### config.mk
export PLATFORM = sky130hd
export DESIGN_NAME = clk_div_prog_flat
export DESIGN_NICKNAME = d
export VERILOG_FILES = /design/src/rtl/clk_div_prog_pkg.sv /design/src/rtl/clk_div_prog_if.sv /design/src/rtl/clk_div_prog.sv /design/src/flat_wrapper.sv
export SDC_FILE = /design/constraint.sdc
export NUM_CORES = 1
export LEC_CHECK = 0
export ABC_AREA = 1
export BUFFER_PORTS_ARGS = -buffer_cell sky130_fd_sc_hd__buf_4
export CAP_MARGIN = 20
export CORE_MARGIN = 5
export CORE_UTILIZATION = 50
export CTS_BUF_LIST = sky130_fd_sc_hd__clkbuf_8
export DETAILED_ROUTE_END_ITERATION = 10
export GPL_TIMING_DRIVEN = 1
export PLACE_DENSITY = 0.74
export REMOVE_ABC_BUFFERS = 1
export SKIP_LAST_GASP = 1
export SYNTH_ARGS = -nofsm -noshare
export SYNTH_HDL_FRONTEND = slang
export SYNTH_SLANG_ARGS = --single-unit
### constraint.sdc
create_clock -name clock -period 2.9 [get_ports clock]
set_input_delay 0.435 -clock clock [delete_from_list [all_inputs] [get_ports clock]]
set_output_delay 0.435 -clock clock [all_outputs]
set_load 0.01 [all_outputs]
### src/rtl/clk_div_prog_pkg.sv
// rtl/clk_div_prog_pkg.sv - shared defaults for the programmable clock divider
package clk_div_pkg;

    localparam int DEFAULT_WIDTH     = 17;
    localparam int DEFAULT_RESET_DIV = 2 ** 16;

endpackage

### src/rtl/clk_div_prog_if.sv
// rtl/clk_div_prog_if.sv - control and output bundle of the programmable clock divider
import clk_div_pkg::*;

interface clk_div_prog_if #(
    parameter int WIDTH = DEFAULT_WIDTH
);
    logic             enable;
    logic [WIDTH-1:0] div_value;
    logic             div_load;
    logic             div_clock;
    logic             tick;
    logic             load_pending;

    modport master (
        output enable, div_value, div_load,
        input  div_clock, tick, load_pending
    );

    modport slave (
        input  enable, div_value, div_load,
        output div_clock, tick, load_pending
    );
endinterface

### src/rtl/clk_div_prog.sv
// rtl/clk_div_prog.sv - programmable divider producing a 2*D square wave and a tick every D cycles
import clk_div_pkg::*;

module clk_div_prog #(
    parameter int WIDTH     = DEFAULT_WIDTH,
    parameter int RESET_DIV = DEFAULT_RESET_DIV
) (
    input logic           clock,
    input logic           reset,
    clk_div_prog_if.slave bus
);

    localparam logic [WIDTH-1:0] RST_DIV = WIDTH'(RESET_DIV);

    logic [WIDTH-1:0] cnt;
    logic [WIDTH-1:0] div_q;
    logic [WIDTH-1:0] pend_q;
    logic             div_clock_q;
    logic             tick_q;
    logic             pending_q;
    logic [WIDTH-1:0] load_div;
    logic             terminal;

    // A zero divisor is meaningless; it is folded to 1 as soon as it is seen.
    function automatic logic [WIDTH-1:0] eff_div(input logic [WIDTH-1:0] v);
        return (v == '0) ? WIDTH'(1) : v;
    endfunction

    always_comb begin
        load_div = eff_div(bus.div_value);
        terminal = bus.enable && (cnt == WIDTH'(div_q - WIDTH'(1)));
    end

    always_ff @(posedge clock or posedge reset) begin
        if (reset) begin
            cnt         <= '0;
            div_q       <= RST_DIV;
            pend_q      <= RST_DIV;
            div_clock_q <= 1'b0;
            tick_q      <= 1'b0;
            pending_q   <= 1'b0;
        end else if (!bus.enable) begin
            // Idle cycles are a safe point to switch divisors immediately.
            tick_q <= 1'b0;
            if (bus.div_load) begin
                div_q     <= load_div;
                cnt       <= '0;
                pending_q <= 1'b0;
            end else if (pending_q) begin
                div_q     <= pend_q;
                cnt       <= '0;
                pending_q <= 1'b0;
            end
        end else if (terminal) begin
            cnt         <= '0;
            tick_q      <= 1'b1;
            div_clock_q <= ~div_clock_q;
            if (bus.div_load) begin
                div_q     <= load_div;
                pending_q <= 1'b0;
            end else if (pending_q) begin
                div_q     <= pend_q;
                pending_q <= 1'b0;
            end
        end else begin
            // Mid-period loads wait for the terminal edge so no period is truncated.
            cnt    <= cnt + WIDTH'(1);
            tick_q <= 1'b0;
            if (bus.div_load) begin
                pend_q    <= load_div;
                pending_q <= 1'b1;
            end
        end
    end

    assign bus.div_clock    = div_clock_q;
    assign bus.tick         = tick_q;
    assign bus.load_pending = pending_q;

endmodule

### src/flat_wrapper.sv
// flat-port wrapper written by rule: the top's interface ports become plain ports
module clk_div_prog_flat 
#(
    parameter int WIDTH     = DEFAULT_WIDTH,
    parameter int RESET_DIV = DEFAULT_RESET_DIV
)
  (clock, reset, bus_enable, bus_div_value, bus_div_load, bus_div_clock, bus_tick, bus_load_pending);
  clk_div_prog_if #(.WIDTH(WIDTH)) bus_i ();
  input logic clock;
  input logic reset;
  input wire logic [$bits(bus_i.enable)-1:0] bus_enable;
  input wire logic [$bits(bus_i.div_value)-1:0] bus_div_value;
  input wire logic [$bits(bus_i.div_load)-1:0] bus_div_load;
  output wire logic [$bits(bus_i.div_clock)-1:0] bus_div_clock;
  output wire logic [$bits(bus_i.tick)-1:0] bus_tick;
  output wire logic [$bits(bus_i.load_pending)-1:0] bus_load_pending;
  assign bus_i.enable = bus_enable;
  assign bus_i.div_value = bus_div_value;
  assign bus_i.div_load = bus_div_load;
  assign bus_div_clock = bus_i.div_clock;
  assign bus_tick = bus_i.tick;
  assign bus_load_pending = bus_i.load_pending;
  clk_div_prog #(.WIDTH(WIDTH), .RESET_DIV(RESET_DIV)) u_core (.clock(clock), .reset(reset), .bus(bus_i));
endmodule
# After elaboration in Yosys (flattened, before gate mapping)
# Cells that the tools add are included.
# op_classes
eq_ne	3
reduce_logical	5
n_mux	14
addsub	2
bitwise	2
# op_table
operator	count
$mux W17	9
$add A17 B1 Y17 const B	1
$eq A17 B17 Y1	1
$logic_not A17 Y1	1
$sub A17 B1 Y17 const B	1
$mux W1	5
$ne A3 B1 Y1 const B	1
$reduce_and A3 Y1	1
$reduce_bool A3 Y1	1
$ne A2 B1 Y1 const B	1
$not A1 Y1	2
$reduce_and A2 Y1	1
$logic_and A1 B1 Y1	1
# word_totals
wordCells	32
inputBits	21
out_inout_bits	3
ff_bits	54

# Depth between registers and ports, before layout
# Gate-level depths: netlist (run 1).
# depth
ltp_word	5
mapped_depth	17
depth_no_buf	16

# Worst setup path before layout (run 1)
# Ideal clock, no wire load.
# synth_timing
path_type	reg2reg
start	register u_core.div_q[0]
end	register u_core.pend_q[15]
path_buffers	1
setup_slack_ns	0.870
arrival_time_ns	1.913
stages_incl_launch_ff	13
synth_period_minus_slack_ns	2.030
t_required_ns	2.783
setup_time_ns	0.117
path_cell_list	dfrtp_1 inv_1 ha_1 nand2_2 xor2_1 or2_2 nand3_1 nor2_1 nand3_2 nand3_2 buf_4 nand2_1 nand2_1
# synth_between
elab_chain_cells	5
# synth_rtl
element	line	source
from (decl)	clk_div_prog.sv:16	logic [WIDTH-1:0] div_q;
from (signal assigned)	clk_div_prog.sv:46	div_q <= load_div;
from (signal assigned)	clk_div_prog.sv:50	div_q <= pend_q;
from (signal assigned)	clk_div_prog.sv:59	div_q <= load_div;
$sub A17 B1 Y17	clk_div_prog.sv:31	terminal = bus.enable && (cnt == WIDTH'(div_q - WIDTH'(1)));
$eq A17 B17 Y1	clk_div_prog.sv:31	
$logic_and A1 B1 Y1	clk_div_prog.sv:31	
$not A1 Y1 (no source line)	--	
$reduce_and A3 Y1 (no source line)	--	
to (signal assigned)	clk_div_prog.sv:70	pend_q <= load_div;
to (decl)	clk_div_prog.sv:17	logic [WIDTH-1:0] pend_q;
# Every way passes these cells.
# A chain may end at the register's enable or synchronous reset.

# Worst setup path in the final report (run 1)
# layout_timing
start	register u_core.div_q[0]
end	register u_core.div_q[6]
# layout_between
elab_chain_cells	4
# layout_rtl
element	line
$sub A17 B1 Y17	clk_div_prog.sv:31
$eq A17 B17 Y1	clk_div_prog.sv:31
$logic_and A1 B1 Y1	clk_div_prog.sv:31
$ne A2 B1 Y1 (no source line)	--
# Every way passes these cells.

==> metrics.csv, run 1 <==
stage,metric,value,unit
route,Vias/cell,5.282,
floorplanning,IO Pins,24,
clocking,"Reg clk slew, reported paths",0.10,ns
logic_synthesis,"top cells by area, synth","dfrtp_1 (39%), nand2_1 (16%), nand3_1 (5.3%)",
timing,Tmin final,2.579,ns
clocking,Sink Count,54,
logic_synthesis,Yosys top cell area share,0.3913,
route,WL/cell,13.26,um
global_route,GRT Overall Usage,0.1779,
pwr,maximum VDD drop,0.0002265,V
place,HPWL Detailed,5.237,mm
pwr,Pleak,1.816,nW
logic_synthesis,average size of a mapped cell,7.628,um2
critical_path,Critical Path RT,3.11,ns
route,via count,2831,
timing,Hold WS,0.1367,ns
global_route,initial antenna violation count,0,
final_layout,Area growth syn-to-layout,10.68,%
place,PortBufs,23,
timing,Setup TNS,0,ns
timing,Slew @ Worst Pin,0.4782,ns
route,Final ANT Viol Nets,0,
logic_synthesis,number of library cell types mapped by synthesis,35,
critical_path,worst setup path startpoint,u_core.div_q[0]$_DFFE_PP0P_,
timing,Fmax achieved,387.8,MHz
final_layout,Util after Layout,0.5732,
critical_path,worst reg-to-reg path cell count,13,
final_layout,nets,481,
run_status,status,"finished, final reports clean",
logic_synthesis,#FFs+latches synth,54,
route,Detailed Route WL,7.105,mm
critical_path,crit end category,flip-flop,
critical_path,flop-to-flop setup slack,0.32,ns
clocking,insertion delay to the later sink of the worst-skew pair,0.31,ns
floorplanning,Die Span X,91.56,um
critical_path,R2R Path End,u_core.div_q[6]$_DFFE_PP0P_,
global_route,first-pass GRT wire length,12.48,mm
clocking,total CTS buffers,5,
floorplanning,core area,6422,um2
route,Starting DRT DRC Count,190,
floorplanning,Placement Rows,29,
clocking,PostCTS Resize Cnt,0,
timing,Tcrit/Tclk final,0.8893,
logic_synthesis,mapped cell area,3326,um2
route,detailed-router iteration count before antenna repair,4,
timing,Final Hold Fails,0,
pwr,pwr/cell area,513.5,nW/um2
timing,Max Clock Skew,0.006110,ns
clocking,CTS tree,yes,
logic_synthesis,asr flop ratio synth,1.000,
global_route,largest net degree at the start of global routing,39,
timing,final number of setup-violating endpoints,0,
clocking,CTS H-tree depth,2,
global_route,vias in the first global route,2716,
critical_path,crit-path max FO,28,
clocking,post-CTS setup buffers,0,
global_route,GR Overflow Total,0,
floorplanning,die area,8382,um2
timing,fin. max-slew vios,0,
run,max cap viols,0,
clocking,clk buf depth,2,
final_layout,n_diodes,0,
logic_synthesis,Synth Flop Type,dfrtp_1,
final_layout,share of layout cells above drive strength 1,0.1503,
hold_path,worst hold path type,input port to asynchronous set/reset pin,
logic_synthesis,leading area contributor after synthesis,dfrtp_1,
logic_synthesis,share of the yosys chip area belonging to registers,0.4071,
critical_path,CP arrival,2.79,ns
floorplanning,Initial Utilization,0.5178,
timing,RSZ-0062 raised after global routing,false,
route,DRC Markers,0,
logic_synthesis,Synth Instances,436,
place,GPL Wtd Cong,0.8122,
critical_path,FF-to-FF Start,u_core.div_q[0]$_DFFE_PP0P_,
critical_path,Crit Path Category,flip-flop to flip-flop,
logic_synthesis,Post-synth EDFFs,0,
floorplanning,DIE HEIGHT,91.56,um
timing,max_slew headroom,0.6808,
clocking,clk root buf,clkbuf_8,
critical_path,Critical Path Source Type,flip-flop,
logic_synthesis,Ys Warns,0,
clocking,Post-CTS Hold Buffers,0,
[cells in the mapped netlist (2+ instances only)]
cell type	instances
a21oi_1	11
buf_2	4
buf_4	3
clkbuf_1	7
dfrtp_1	52
dfstp_2	2
ha_1	2
inv_1	34
mux2_2	14
nand2_1	138
nand2_2	2
nand2_4	2
nand3_1	35
nand3_2	2
nand3b_1	5
nand4_1	21
nor2_1	39
nor2_2	3
nor2_4	2
nor4_1	6
o21ai_0	7
o21bai_1	2
o22ai_1	5
xnor2_1	8
xor2_1	20
[power by group]
part | internal, mW | switching (mW) | leakage [nW]
Sequential | 0.832 | 0.0805 | 0.694
Combinational | 0.190 | 0.275 | 1.07
Clock | 0.255 | 0.258 | 0.0556
Total | 1.28 | 0.613 | 1.82
[routing by layer]
layer	global-route usage	vias up	routed length (um)
met1	0.2506	1316	3504
met4	0.04271	0	68
met3	0.03306	7	278
li1	-	1461	-
met2	0.2830	47	3254
met5	0	-	0
[critical path, cell delays in order, from the launching register on]
cell and delay, ns:
dfrtp_1 0.44, inv_1 0.11, ha_1 0.25, nand2_2 0.15, nor2_2 0.15, nand2_1 0.09, nand3_1 0.09, nand2_1 0.06
nor3_2 0.20, nand3_2 0.24, nand2_4 0.34, nand2_4 0.19, nand2_1 0.11, nand2_1 0.05
[layout by cell type, fill, tap and decap left out, types with 2 or more instances in the layout]
cell        n
nand2_2     2
o21ai_0     7
nand3_1    35
o21bai_1    2
dfstp_2     2
dfrtp_1    52
mux2_2     14
nor2_4      2
nand2_1   138
clkbuf_8    5
inv_2       2
nor4_1      6
xor2_1     20
nor2_2      3
nand3b_1    5
inv_1      34
nand3_2     2
nand4_1    21
a21oi_1    11
o22ai_1     5
nand2_4     2
buf_4      31
ha_1        2
xnor2_1     8
nor2_1     39
[stage by stage]
step / area, um2 / std cells / setup WS, ns / total power [mW]
detailed placement: 3571 / 528 / 0.3682 / 1.392
global placement: 3571 / 528 / 0.4433 / 1.379
finish: 3681 / 536 / 0.3211 / 1.890
floorplan: 3242 / 420 / 0.4839 / 1.254
CTS: 3681 / 536 / 0.3532 / 1.906
global route: 3681 / 536 / 0.09420 / 2.018
[layout make-up]
class                      instances  area, um2
timing repair buffer              31      232.7
inverter                          35      131.4
sequential                        54       1354
fill                             601       2741
multi-input combinational        331       1757
tap                               77      96.34
clock buffer                       5      68.82
clock inverter                     3      41.29
[kinds of logic after synthesis]
family	Yosys count	synth area share
XOR/XNOR	28	0.07374
AO/OA/AOI/OAI	27	0.04477
AND/OR/NAND/NOR	259	0.3518
buffers and inverters	51	0.06471
multiplexers	15	0.05041
adder cells (fa/ha/maj)	2	0.007523
flip-flops	54	0.4071
[worst max path at each step]
stage	end	slack [ns]	cells past startpoint
2_1_floorplan	u_core.div_q[2]$_DFFE_PP0P_	0.48	13
3_3_place_gp	u_core.div_q[13]$_DFFE_PP0P_	0.44	13
3_5_place_dp	u_core.div_q[6]$_DFFE_PP0P_	0.37	13
4_1_cts	u_core.div_q[6]$_DFFE_PP0P_	0.35	13
5_1_grt	u_core.div_q[14]$_DFFE_PP0P_	0.09	13
6_report	u_core.div_q[6]$_DFFE_PP0P_	0.32	13
[sequential cells by signal, summed over array words and instances, names as in the netlist]
signal,count
u_core.bus.div_clock,1
u_core.pend_q,17
u_core.bus.load_pending,1
u_core.div_q,17
u_core.bus.tick,1
u_core.cnt,17
Power figures use the tool's default switching activity.
==> run 2: changes to the inputs <==
--- a/config.mk
+++ b/config.mk
@@ -15,6 +15,7 @@
 export GPL_TIMING_DRIVEN = 1
 export PLACE_DENSITY = 0.74
 export REMOVE_ABC_BUFFERS = 1
+export SETUP_SLACK_MARGIN = 0.5
 export SKIP_LAST_GASP = 1
 export SYNTH_ARGS = -nofsm -noshare
 export SYNTH_HDL_FRONTEND = slang
==> run 2 against run 1 <==
Sequential power hardly changed. Via count is 1.3% higher. Clock skew is 0.0026 ns higher. Combinational power is 7.9% higher.
==> metrics.csv, run 2 (same netlist as run 1, synthesis figures left out) <==
stage,metric,value,unit
critical_path,Critical Path Source Type,flip-flop,
place,GPL Wtd Cong,0.8122,
critical_path,"CP delay by family, top",simple AND/OR/NAND/NOR gates,
final_layout,n_diodes,0,
clocking,Post-CTS Hold Buffers,0,
critical_path,crit-path max FO,17,
final_layout,Area growth syn-to-layout,14.82,%
clocking,"Reg clk slew, reported paths",0.10,ns
clocking,CTS H-tree depth,2,
global_route,GRT Overall Usage,0.1812,
final_layout,Util after Layout,0.5946,
floorplanning,Initial Utilization,0.5178,
pwr,maximum VDD drop,0.0002285,V
critical_path,cell mode on critical path,nand2_1,
critical_path,CP arrival,2.43,ns
floorplanning,die area,8382,um2
final_layout,nets,489,
route,Detailed Route WL,7.303,mm
timing,RSZ-0062 raised after global routing,false,
route,WL/cell,13.42,um
route,via count,2867,
global_route,first-pass GRT wire length,12.70,mm
timing,PnR worst setup slack,0.6820,ns
run,max cap viols,0,
global_route,initial antenna violation count,0,
route,Starting DRT DRC Count,141,
place,PortBufs,23,
run_status,status,"finished, final reports clean",
timing,Setup TNS,0,ns
clocking,insertion delay to the later sink of the worst-skew pair,0.31,ns
final_layout,"most common cell after layout, fill and taps aside",nand2_1,
critical_path,crit end category,flip-flop,
final_layout,most frequent cells in the layout,"nand2_1 (138), dfrtp_1 (52), buf_4 (37)",
floorplanning,DIE HEIGHT,91.56,um
floorplanning,Placement Rows,29,
critical_path,critical-path cell list,inv_1 -> ha_4 -> nand2_2 -> nor2_2 -> nand2_1 -> nand3_1 -> nand2_1 -> nor3_4 -> nand3_4 -> nand2_8 -> nand2_4 -> nand2_1 -> nand2_1,
timing,fin. max-slew vios,0,
final_layout,share of layout cells above drive strength 1,0.1756,
pwr,pwr/cell area,505.4,nW/um2
route,detailed-router iteration count before antenna repair,4,
critical_path,slowest stage cell on the critical path,dfrtp_1,
global_route,GR Overflow Total,0,
floorplanning,Die Span X,91.56,um
global_route,largest net degree at the start of global routing,39,
place,HPWL Detailed,5.237,mm
place,DP Worst Slack,0.3682,ns
final_layout,FILL cells,586,
pwr,Pleak,1.871,nW
timing,Fmax achieved,450.8,MHz
critical_path,CP Buf/Inv Count,1,
timing,Slew @ Worst Pin,0.4814,ns
timing,max_slew headroom,0.6786,
global_route,vias in the first global route,2755,
floorplanning,core area,6422,um2
clocking,clk buf depth,2,
timing,Tmin final,2.218,ns
critical_path,Critical Path RT,3.11,ns
route,Final ANT Viol Nets,0,
timing,Final Hold Fails,0,
clocking,total CTS buffers,5,
clocking,CTS tree,yes,
clocking,Sink Count,54,
floorplanning,IO Pins,24,
hold_path,worst hold path type,input port to asynchronous set/reset pin,
timing,Max Clock Skew,0.008706,ns
final_layout,largest registers,"u_core.cnt: 17 flops, u_core.div_q: 17 flops, u_core.pend_q: 17 flops",
timing,final number of setup-violating endpoints,0,
pwr,total power,1.930,mW
timing,Tcrit/Tclk final,0.7648,
route,Vias/cell,5.270,
route,DRC Markers,0,
critical_path,Crit Path Category,flip-flop to flip-flop,
clocking,clk root buf,clkbuf_8,
critical_path,CP peak stage delay,0.40,ns
run 2: cell types whose count changed in the layout (fill, tap and decap cells not counted), moves of 2 or more:
| cell | before | now |
|---|---|---|
| nand2_8 | 0 | 2 |
| nand3_4 | 0 | 2 |
| nor2_2 | 3 | 7 |
| nand3_2 | 2 | 0 |
| nor2_1 | 39 | 35 |
| buf_4 | 31 | 37 |
run 2: per-stage QoR:
stage	cells	instance area, um2	hold WS (ns)
final	544	3819	0.1339
after global placement	528	3571	0.4497
after CTS	537	3709	0.1476
after detailed placement	528	3571	0.4548
after floorplan	420	3242	0.4380
after global routing	544	3819	0.1652
run 2: final cells by class:
| cell class | instances | area (um2) | share of cell area |
|---|---|---|---|
| Timing Repair Buffer | 38 | 297.8 | 0.07798 |
| Clock inverter | 3 | 41.29 | 0.01081 |
| Inverter | 35 | 131.4 | 0.03440 |
| Sequential cell | 54 | 1354 | 0.3545 |
| Clock buffer | 5 | 68.82 | 0.01802 |
| Tap cell | 77 | 96.34 | 0.02523 |
| Multi-Input combinational cell | 332 | 1829 | 0.4790 |
run 2: where the power goes:
| group | internal (mW) | switching, mW | total (mW) |
|---|---|---|---|
| Sequential | 0.832 | 0.0824 | 0.914 |
| Combinational | 0.208 | 0.294 | 0.503 |
| Clock | 0.255 | 0.258 | 0.513 |
| Total | 1.29 | 0.635 | 1.93 |
run 2: repair_timing:
item | CTS | global route
gates resized for setup | 2 | 9
gates cloned | 1 | 0
pin swaps | 0 | 3
setup endpoints to repair | 18 | 53
buffers inserted | 0 | 7
run 2: layer usage:
layer	vias to the layer above	global-route usage	wire length, um
met1	1323	0.2558	3620
met5	-	0	0
met3	13	0.03471	252
met2	50	0.2855	3314
met4	0	0.04648	115
li1	1481	-	-
run 2: worst reg2reg max path: stages (launching register included):
cell and delay, ns:
dfrtp_1 0.40, inv_1 0.13, ha_4 0.18, nand2_2 0.12
nor2_2 0.16, nand2_1 0.09, nand3_1 0.09, nand2_1 0.08
nor3_4 0.22, nand3_4 0.21, nand2_8 0.16, nand2_4 0.13
nand2_1 0.10, nand2_1 0.05
run 2: worst paths after layout:
check | startpoint | slack [ns] | cells after the start | to
max in group asynchronous | reset | 1.96 | 3 | u_core.div_q[16]$_DFFE_PP1P_
min in group clock | bus_div_value[16] | 0.36 | 3 | u_core.pend_q[16]$_DFFE_PP1P_
hold / removal | reset | 0.13 | 2 | u_core.pend_q[8]$_DFFE_PP0P_
hold reg to reg | u_core.pend_q[16]$_DFFE_PP1P_ | 0.48 | 2 | u_core.pend_q[16]$_DFFE_PP1P_
setup / recovery | u_core.div_q[0]$_DFFE_PP0P_ | 0.68 | 13 | u_core.div_q[6]$_DFFE_PP0P_
setup reg to reg | u_core.div_q[0]$_DFFE_PP0P_ | 0.68 | 13 | u_core.div_q[6]$_DFFE_PP0P_
==> run 3: changes to the inputs <==
==> constraint.sdc (replaced) <==
create_clock -name clock -period 2.2 [get_ports clock]
set_input_delay 0.33 -clock clock [delete_from_list [all_inputs] [get_ports clock]]
set_output_delay 0.33 -clock clock [all_outputs]
set_load 0.01 [all_outputs]
==> run 3 against run 2 <==
Clock skew is 0.0030 ns lower. Sequential cell count stayed put. Largest cell class unchanged. Wire length is 16% higher. Fmax is 2.1% higher. Global-route usage is 2.9 points higher. Worst hold slack worse by 0.050 ns. Highest routed layer unchanged. Largest power group unchanged.
==> metrics.csv, run 3 (same netlist as run 1, synthesis figures left out) <==
stage,metric,value,unit
route,Detailed Route WL,8.457,mm
clocking,clk buf depth,2,
final_layout,"most common cell after layout, fill and taps aside",nand2_1,
place,PortBufs,23,
critical_path,crit end category,flip-flop,
timing,Final Hold Fails,0,
final_layout,nets,505,
critical_path,Critical Path RT,2.45,ns
timing,Max Clock Skew,0.005656,ns
global_route,initial antenna violation count,0,
critical_path,Crit Path Category,flip-flop to flip-flop,
timing,Slew @ Worst Pin,0.6023,ns
global_route,GRT Overall Usage,0.2100,
route,DRC Markers,0,
final_layout,largest registers,"u_core.cnt: 17 flops, u_core.div_q: 17 flops, u_core.pend_q: 17 flops",
clocking,CTS tree,yes,
route,Starting DRT DRC Count,203,
place,Placed Area,3661,um2
timing,Fmax achieved,460.1,MHz
global_route,largest net degree at the start of global routing,41,
timing,Hold WS,0.08404,ns
timing,RSZ-0062 raised after global routing,true,
pwr,clock network fraction of total power,0.230,
route,via count,3085,
pwr,Sw Pwr,933.0,uW
floorplanning,IO Pins,24,
final_layout,most frequent cells in the layout,"nand2_1 (130), dfrtp_1 (48), buf_4 (42)",
final_layout,share of layout cells above drive strength 1,0.2754,
route,Vias/cell,5.509,
timing,max_slew headroom,0.5979,
place,GPL Wtd Cong,0.7937,
clocking,CTS H-tree depth,2,
route,detailed-router iteration count before antenna repair,5,
critical_path,crit-path max FO,9,
final_layout,Util after Layout,0.6544,
final_layout,FILL cells,527,
pwr,pwr/cell area,632.8,nW/um2
floorplanning,core area,6422,um2
timing,final number of setup-violating endpoints,0,
clocking,Sink Count,54,
timing,Tmin final,2.173,ns
clocking,total CTS buffers,5,
timing,fin. max-slew vios,0,
floorplanning,Die Span X,91.56,um
timing,Tcrit/Tclk final,0.9879,
final_layout,Final Cell Area,4203,um2
floorplanning,Initial Utilization,0.5178,
global_route,GR Overflow Total,0,
pwr,Pleak,1.995,nW
route,WL/cell,15.10,um
clocking,"Reg clk slew, reported paths",0.10,ns
pwr,Switching Share,0.3508,
floorplanning,DIE HEIGHT,91.56,um
floorplanning,die area,8382,um2
floorplanning,Placement Rows,29,
route,Final ANT Viol Nets,0,
final_layout,fin cells,560,
final_layout,n_diodes,0,
critical_path,Critical Path Source Type,flip-flop,
global_route,vias in the first global route,3025,
clocking,insertion delay to the later sink of the worst-skew pair,0.31,ns
pwr,Pint,1.727,mW
place,HPWL Detailed,5.377,mm
clocking,clk root buf,clkbuf_8,
hold_path,worst hold path type,input port to asynchronous set/reset pin,
run_status,status,"finished, final reports clean",
global_route,first-pass GRT wire length,14.44,mm
pwr,sequential share of power,0.453,
critical_path,CP arrival,2.42,ns
clocking,Post-CTS Hold Buffers,0,
place,placed cells,535,
pwr,Comb pwr share,0.317,
run,max cap viols,0,
final_layout,Area growth syn-to-layout,26.37,%
pwr,maximum VDD drop,0.0003219,V
run 3: metrics by stage:
| stage | total power [mW] | worst slack, ns | TNS, ns |
|---|---|---|---|
| after floorplan | 1.653 | -0.2161 | -4.612 |
| after global placement | 1.850 | 0.03552 | 0 |
| after detailed placement | 1.869 | -0.04022 | -0.2868 |
| after CTS | 2.579 | 0.08156 | 0 |
| after global routing | 2.831 | -0.1761 | -5.446 |
| final | 2.660 | 0.02658 | 0 |
run 3: area by class of cell:
cell class / count / area, um2 / area share
clock buffer: 6 / 82.58 / 0.01965
inverter: 35 / 131.4 / 0.03126
timing repair buffer: 52 / 508.0 / 0.1209
clock inverter: 2 / 17.52 / 0.004168
sequential: 54 / 1359 / 0.3233
tap: 77 / 96.34 / 0.02292
multi-input combinational: 334 / 2008 / 0.4778
run 3: power groups by stage:
stage / clock [mW] / sequential (mW) / combinational [mW]
3_3_place_gp: 0 / 1.20 / 0.650
5_1_grt: 0.671 / 1.22 / 0.939
2_1_floorplan: 0 / 1.19 / 0.460
4_1_cts: 0.621 / 1.19 / 0.770
3_5_place_dp: 0 / 1.20 / 0.664
6_report: 0.610 / 1.21 / 0.844
run 3: layer usage:
layer  share of wire  global-route usage
met4          0.0085             0.04146
met5               0                   0
met3           0.047             0.03140
met1            0.43              0.2922
met2            0.51              0.3488
run 3: final timing paths:
path / from / end / slack [ns] / cells past startpoint
min in group clock: bus_div_value[2] / u_core.pend_q[2]$_DFFE_PP0P_ / 0.28 / 3
setup / recovery: u_core.div_q[3]$_DFFE_PP0P_ / u_core.div_q[7]$_DFFE_PP0P_ / 0.03 / 16
setup reg to reg: u_core.div_q[3]$_DFFE_PP0P_ / u_core.div_q[7]$_DFFE_PP0P_ / 0.03 / 16
hold / removal: reset / u_core.pend_q[4]$_DFFE_PP0P_ / 0.08 / 2
hold reg to reg: u_core.pend_q[2]$_DFFE_PP0P_ / u_core.pend_q[2]$_DFFE_PP0P_ / 0.48 / 2
max in group asynchronous: reset / u_core.cnt[0]$_DFFE_PP0P_ / 1.55 / 3
run 3: timing repair:
item	in CTS	in global routing
endpoints found under the setup margin	54	54
pin swaps	17	12
cloned	5	0
setup buffers	7	5
endpoints found under the hold margin	0	0
resized for setup	40	25
run 3: worst max-delay path, stage by stage (launching register included):
cell	delay (ns)
dfrtp_1	0.43
buf_6	0.15
nor2_4	0.16
nand2_8	0.09
nor2_4	0.18
nand3_2	0.08
nand2_1	0.07
nand2_1	0.04
inv_1	0.05
nand2_2	0.06
nor2_4	0.13
nand3_4	0.13
nand2_8	0.11
buf_12	0.13
buf_12	0.11
nand3_1	0.09
nand2_1	0.08
